**src/rtl/uart_rx_byte.sv**
```systemverilog
// UART receive front end: synchronises rx_in, oversamples 8N1 frames (8E1 when
// UART_RX_PARITY_EN is defined) and presents each good byte with a RECEIVE_END strobe.
module uart_rx_byte #(
  parameter int CLKS_PER_BIT = 434,
  parameter int SYNC_STAGES  = 2
) (
  input  logic       iCLK,
  input  logic       RST_n,
  input  logic       rx_in,
  output logic [7:0] rxd,
  output logic       RECEIVE_END,
  output logic       frame_err,
  output logic       rx_busy
);

  localparam int CW = (CLKS_PER_BIT > 1) ? $clog2(CLKS_PER_BIT) : 1;
  localparam logic [CW-1:0] LAST = CW'(CLKS_PER_BIT - 1);
  localparam logic [CW-1:0] HALF = CW'((CLKS_PER_BIT / 2) - 1);

  typedef enum logic [2:0] {
`ifdef UART_RX_PARITY_EN
    S_PARITY = 3'd5,
`endif
    S_IDLE   = 3'd0,
    S_START  = 3'd1,
    S_DATA   = 3'd2,
    S_STOP   = 3'd3,
    S_BREAK  = 3'd4
  } state_t;

  state_t                 state;
  logic [SYNC_STAGES-1:0] sync_q;
  logic [CW-1:0]          clk_cnt;
  logic [2:0]             bit_idx;
  logic [7:0]             sh;
  logic                   rs;
`ifdef UART_RX_PARITY_EN
  logic                   par_err;
`endif

  assign rs = sync_q[SYNC_STAGES-1];

  always_ff @(posedge iCLK) begin
    if (!RST_n) begin
      sync_q      <= '1;
      state       <= S_IDLE;
      clk_cnt     <= '0;
      bit_idx     <= '0;
      sh          <= '0;
      rxd         <= '0;
      RECEIVE_END <= 1'b0;
      frame_err   <= 1'b0;
      rx_busy     <= 1'b0;
`ifdef UART_RX_PARITY_EN
      par_err     <= 1'b0;
`endif
    end else begin
      sync_q      <= {sync_q[SYNC_STAGES-2:0], rx_in};
      RECEIVE_END <= 1'b0;
      frame_err   <= 1'b0;
      case (state)
        S_IDLE: if (!rs) begin
          state   <= S_START;
          clk_cnt <= '0;
          rx_busy <= 1'b1;
        end
        // Half-bit check re-centres sampling on every start edge and rejects glitches.
        S_START: if (clk_cnt == HALF) begin
          clk_cnt <= '0;
          if (!rs) begin
            state   <= S_DATA;
            bit_idx <= '0;
          end else begin
            state   <= S_IDLE;
            rx_busy <= 1'b0;
          end
        end else clk_cnt <= clk_cnt + CW'(1);
        S_DATA: if (clk_cnt == LAST) begin
          clk_cnt <= '0;
          sh      <= {rs, sh[7:1]};
          bit_idx <= bit_idx + 3'd1;
`ifdef UART_RX_PARITY_EN
          if (bit_idx == 3'd7) state <= S_PARITY;
`else
          if (bit_idx == 3'd7) state <= S_STOP;
`endif
        end else clk_cnt <= clk_cnt + CW'(1);
`ifdef UART_RX_PARITY_EN
        S_PARITY: if (clk_cnt == LAST) begin
          clk_cnt <= '0;
          par_err <= ^{sh, rs};
          state   <= S_STOP;
        end else clk_cnt <= clk_cnt + CW'(1);
`endif
        S_STOP: if (clk_cnt == LAST) begin
          clk_cnt <= '0;
          if (rs) begin
            state   <= S_IDLE;
            rx_busy <= 1'b0;
`ifdef UART_RX_PARITY_EN
            if (par_err) frame_err <= 1'b1;
            else begin
              rxd         <= sh;
              RECEIVE_END <= 1'b1;
            end
`else
            rxd         <= sh;
            RECEIVE_END <= 1'b1;
`endif
          end else begin
            frame_err <= 1'b1;
            state     <= S_BREAK;
          end
        end else clk_cnt <= clk_cnt + CW'(1);
        // Line held low: wait for it to return high before hunting for a start bit.
        S_BREAK: if (rs) begin
          state   <= S_IDLE;
          rx_busy <= 1'b0;
        end
        default: begin
          state   <= S_IDLE;
          rx_busy <= 1'b0;
        end
      endcase
    end
  end

endmodule
```
**config.mk**
```make
export PLATFORM = sky130hd
export DESIGN_NAME = uart_rx_byte
export DESIGN_NICKNAME = d
export VERILOG_FILES = /design/src/rtl/uart_rx_byte.sv
export SDC_FILE = /design/constraint.sdc
export NUM_CORES = 1
export LEC_CHECK = 0
export ABC_AREA = 0
export ABC_CLOCK_PERIOD_IN_PS = 2700
export BUFFER_PORTS_ARGS = -buffer_cell sky130_fd_sc_hd__buf_4
export CAP_MARGIN = 10
export CORE_MARGIN = 3
export CORE_UTILIZATION = 42
export CTS_CLUSTER_SIZE = 40
export DETAILED_ROUTE_END_ITERATION = 7
export GPL_ROUTABILITY_DRIVEN = 0
export PLACE_DENSITY = 0.6
export SKIP_CTS_REPAIR_TIMING = 1
export SYNTH_ARGS = -nofsm -noshare
export SYNTH_HDL_FRONTEND = slang
export SYNTH_SLANG_ARGS = --single-unit
export TNS_END_PERCENT = 100
```
**constraint.sdc**
```tcl
create_clock -name iCLK -period 2.7 [get_ports iCLK]
set_clock_uncertainty 0.2 [all_clocks]
set_input_delay 0.135 -clock iCLK [delete_from_list [all_inputs] [get_ports iCLK]]
set_output_delay 0.135 -clock iCLK [all_outputs]
set_load 0.02 [all_outputs]
```
# Yosys cells after proc, flatten, opt, wreduce, memory -nomap -nowiden
# Index checks and enable logic that the tools add are counted.
[word_totals]
ff_bits = 36
output_inout_bits = 11
[op_classes]
add_sub_neg = 2
eq_ne = 14
muxes = 24
n_bitwise = 1
n_reduce_logical = 11
[ops]
columns = ["cell", "n"]
rows = [
  ["3-bit 2-to-1 mux", 10],
  ["9-bit 2-to-1 mux", 3],
  ["9-bit case mux with 3 select lines", 1],
  ["3-bit case mux with 5 select lines", 1],
  ["2-bit != test, second input constant", 7],
  ["9-bit by 1-bit adder with 9-bit output, second input constant", 1],
  ["9-bit by 8-bit equality test with 1-bit output, second input constant", 1],
  ["9-bit equality test, second input constant", 1],
  ["4-bit AND reduction", 2],
  ["3-bit by 2-bit equality test with 1-bit output, second input constant", 2],
  ["3-bit equality test, second input constant", 2],
  ["1-bit 2-to-1 mux", 6],
  ["3-bit case mux with 2 select lines", 1],
  ["3-bit AND reduction", 2],
  ["6-bit AND reduction", 1],
  ["1-bit case mux with 5 select lines", 1],
  ["2-bit AND reduction", 2],
  ["3-bit by 1-bit adder with 3-bit output, second input constant", 1],
  ["3-bit by 1-bit equality test with 1-bit output, second input constant", 1],
  ["3-bit logical NOT", 1],
  ["3-bit nonzero test", 1],
  ["2-bit 2-to-1 mux", 1],
  ["2-bit nonzero test", 1],
  ["2-bit OR reduction", 1],
  ["1-bit NOT", 1],
]

# Logic depth before layout (Yosys ltp)
[logic_depth]
depth_word = 4
depth_mapped = 8
depth_no_buf = 7

# Worst setup path after synthesis
# OpenSTA, ideal clock, no wires.
[synth_timing]
path_type = "flip-flop to flip-flop"
from = "reg clk_cnt[2]"
to = "reg rxd[1]"
arrival_time_ps = 1666
required_time_ps = 2372
path_slack_ps = 707
stages_incl_launch_ff = 7
period_less_slack_ps = 1993
cell_sequence = "dfxtp_1 > or4b_4 > nor2_4 > and4_4 > buf_8 > mux2i_1 > nor2_1"
[synth_between]
elab_chain_len = 2
[synth_lines]
columns = ["element", "line_no", "text"]
rows = [
  ["start, declared", "33", "logic [CW-1:0] clk_cnt;"],
  ["start signal, assigned", "77", "end else clk_cnt <= clk_cnt + CW'(1);"],
  ["start signal, assigned", "87", "end else clk_cnt <= clk_cnt + CW'(1);"],
  ["start signal, assigned", "114", "end else clk_cnt <= clk_cnt + CW'(1);"],
  ["9-bit equality test", "95", "S_STOP: if (clk_cnt == LAST) begin"],
  ["3-bit AND reduction (no source line)", "--", ""],
  ["end signal, assigned", "107", "rxd <= sh;"],
  ["end, declared", "10", "output logic [7:0] rxd,"],
]
# Every way passes these cells.
# A chain may end at the register's enable or synchronous reset.

# Worst setup path in the final report
[layout_timing]
from = "reg clk_cnt[2]"
to = "reg bit_idx[2]"
[layout_between]
elab_chain_len = 3
elab_cells_between_ends = 5
classes_between = "eq/ne (4); reduce/logical (1)"
[layout_lines]
columns = ["element", "line_no", "text"]
rows = [
  ["9-bit equality test or 9-bit by 8-bit equality test with 1-bit output (tied branches)", "78, 68", ""],
  ["2-bit != test (no source line)", "--", ""],
  ["4-bit AND reduction (no source line) *", "--", ""],
  ["end signal, assigned", "81", "bit_idx <= bit_idx + 3'd1;"],
  ["end, declared", "34", "logic [2:0] bit_idx;"],
]
# Mark *: on every way between the ends. The rest lies on a longest branch, timed or not.

==> metrics <==
Post-route DRC 0; CTS tree yes; Final #Nets about 200; Iteration-0 DRC Markers roughly 120; Post-DRT Antenna Nets 0; Crit path arrival time about 2.1 ns; f_max around 460 MHz; Ys Warns 0; Syn Area/Cell 8.62 µm²; width of the die just under 70 µm; Placed Area about 1700 µm²; syn nets 192; # port buffers 13; leading post-synthesis cells by cell area dfxtp_1 (45%), nand2_1 (6.6%), mux2i_1 (5.0%); Leak 0.683 nW; DP HPWL 2140 µm; CP required around 2.7 ns; Worst-Skew Late Latency slightly below 0.3 ns; Slew @ Worst Pin 0.632 ns; largest net degree at the start of global routing 22; Layout area overhead 16.6%; clk sinks 36; diode count 0; DR pass1 iterations 5; vias in the first global route 1168; WL met2 around 1400 µm; WL final approximately 3200 µm; Slew Limit Fails 0; Reg clk slew, reported paths 0.07 ns; Worst setup EP type flop; Min Clock Period, post-route 2.16 ns; TNS Setup 0 ns; Slew headroom between 50 and 60%; Seq/Total Area, Yosys between 40% and 50%; final hold slack between 0.2 and 0.25 ns; layout cell share with drive strength beyond 1 approximately 14%; Post-synth EDFFs 0; Main synth FF type dfxtp_1; hold path startpoint sync_q[0]; WL met3 174 µm; cells after synthesis about 180; CTS Buffer Depth 2; CTS root buffer clkbuf_8; final hold vios 0; FFs w/ async S/R, synth 0%; WS Path Type flop to flop; most common cell after layout, fill and taps aside dfxtp_1; synthesized area between 1500 and 2000 µm²; Met1 Routed Length between 1500 and 2000 µm; worst-path maximum fanout 11; DIE AREA 4550 µm²; Final setup viols 0; total number of vias between 1k and 1.5k; Seq cells post-synth 36; peak supply drop between 0.3 and 0.4 mV; Ports 14; vias per cell between 5 and 6; Die Y 67.5 µm; Wirelength per Cell 12.9 µm; hold crit path type flop to flop; total CTS buffers 5; share of the synthesized area in the top cell type a little under half; Synth cell types 39; Setup crit start clk_cnt[2]; Initial Utilization 45.4%; status completed; Worst setup SP type flop; first-pass GRT wire length around 5400 µm; Final Util between 50% and 60%; CORE AREA between 3000 and 4000 µm²; PwrDens 597 nW/µm²; fin crit share roughly 80%; maxcap violations 0; Finished Cell Area ~1800 µm²; RR Startpoint clk_cnt[2]; standard-cell rows 21; unrepaired setup endpoints after global routing no; total grt overflow 0; GRT Total Usage between 15 and 20%; CTS H-tree lvls 2; Max Used Layer met4; total chip power 1.10 mW; Yosys top cell by area dfxtp_1; antenna violations before repair 0; most frequent cells in the layout dfxtp_1 (36), nand2_1 (28), nor2_1 (17)
==> critical path: stages (launching register included) <==
cell and delay (ns):
dfxtp_1 0.37, or4b_4 0.58, nor2_4 0.20, and3_1 0.43
a21o_1 0.17, o21ai_0 0.10
==> synthesized netlist by cell type, types with 2 or more instances <==
library cell	number
mux2i_1	8
dfxtp_1	36
nand2_1	28
clkbuf_1	6
nand3_1	7
a31oi_1	7
nor2_1	17
a41oi_1	4
o21ai_0	8
nand4_1	2
nand2b_1	6
o21ai_1	2
a21oi_1	13
nor3_1	5
inv_1	6
ha_1	5
o21ai_2	2
==> cells by family after synthesis <==
| kind of cell | share of synthesized area [%] |
|---|---|
| AOI/OAI and AO/OA | 16.2 |
| xor gates and xnor gates | 1.10 |
| adders and majority gates | 3.94 |
| buffers and inverters | 4.49 |
| DFF | 45.4 |
| muxes | 5.05 |
| and+or+nand+nor | 23.7 |
==> final timing paths <==
path | to | slack (ns) | cells after the start
max reg2reg | bit_idx[2] | 0.54 | 5
min reg2reg | sync_q[1] | 0.23 | 1
min | sync_q[1] | 0.23 | 1
max | bit_idx[2] | 0.54 | 5
==> routing by layer <==
layer	vias up	global-route usage [%]
li1	673	-
met5	-	0
met2	30	23.8
met4	0	5.32
met3	4	6.49
met1	614	21.1
==> final cells by class <==
| cell class | count | area, µm² |
|---|---|---|
| inverter | 6 | 22.5 |
| clock inverter | 1 | 30.0 |
| fill | 335 | 1650 |
| tap | 46 | 57.6 |
| sequential | 36 | 721 |
| timing repair buffer | 16 | 128 |
| multi-input combinational | 133 | 795 |
| clock buffer | 7 | 96.3 |
==> state kept, by name, summed over array words and instances (netlist names) <==
name and cells:
state 3, frame_err 1, rxd 8, RECEIVE_END 1, sync_q 2, rx_busy 1, clk_cnt 9, sh 8
bit_idx 3
==> metrics by stage <==
stage               instances  setup WS (ns)
floorplan                 184          0.707
global placement          234          0.615
detailed placement        234          0.538
CTS                       242          0.549
global route              245          0.416
finish                    245          0.539
==> report_power, final <==
part	switching, mW	total (mW)	internal, mW
clock	0.190	0.515	0.326
combinational	0.0270	0.0451	0.0181
sequential	0.00845	0.544	0.536
total	0.225	1.10	0.880
No activity file was read; power rests on OpenSTA's default activity.
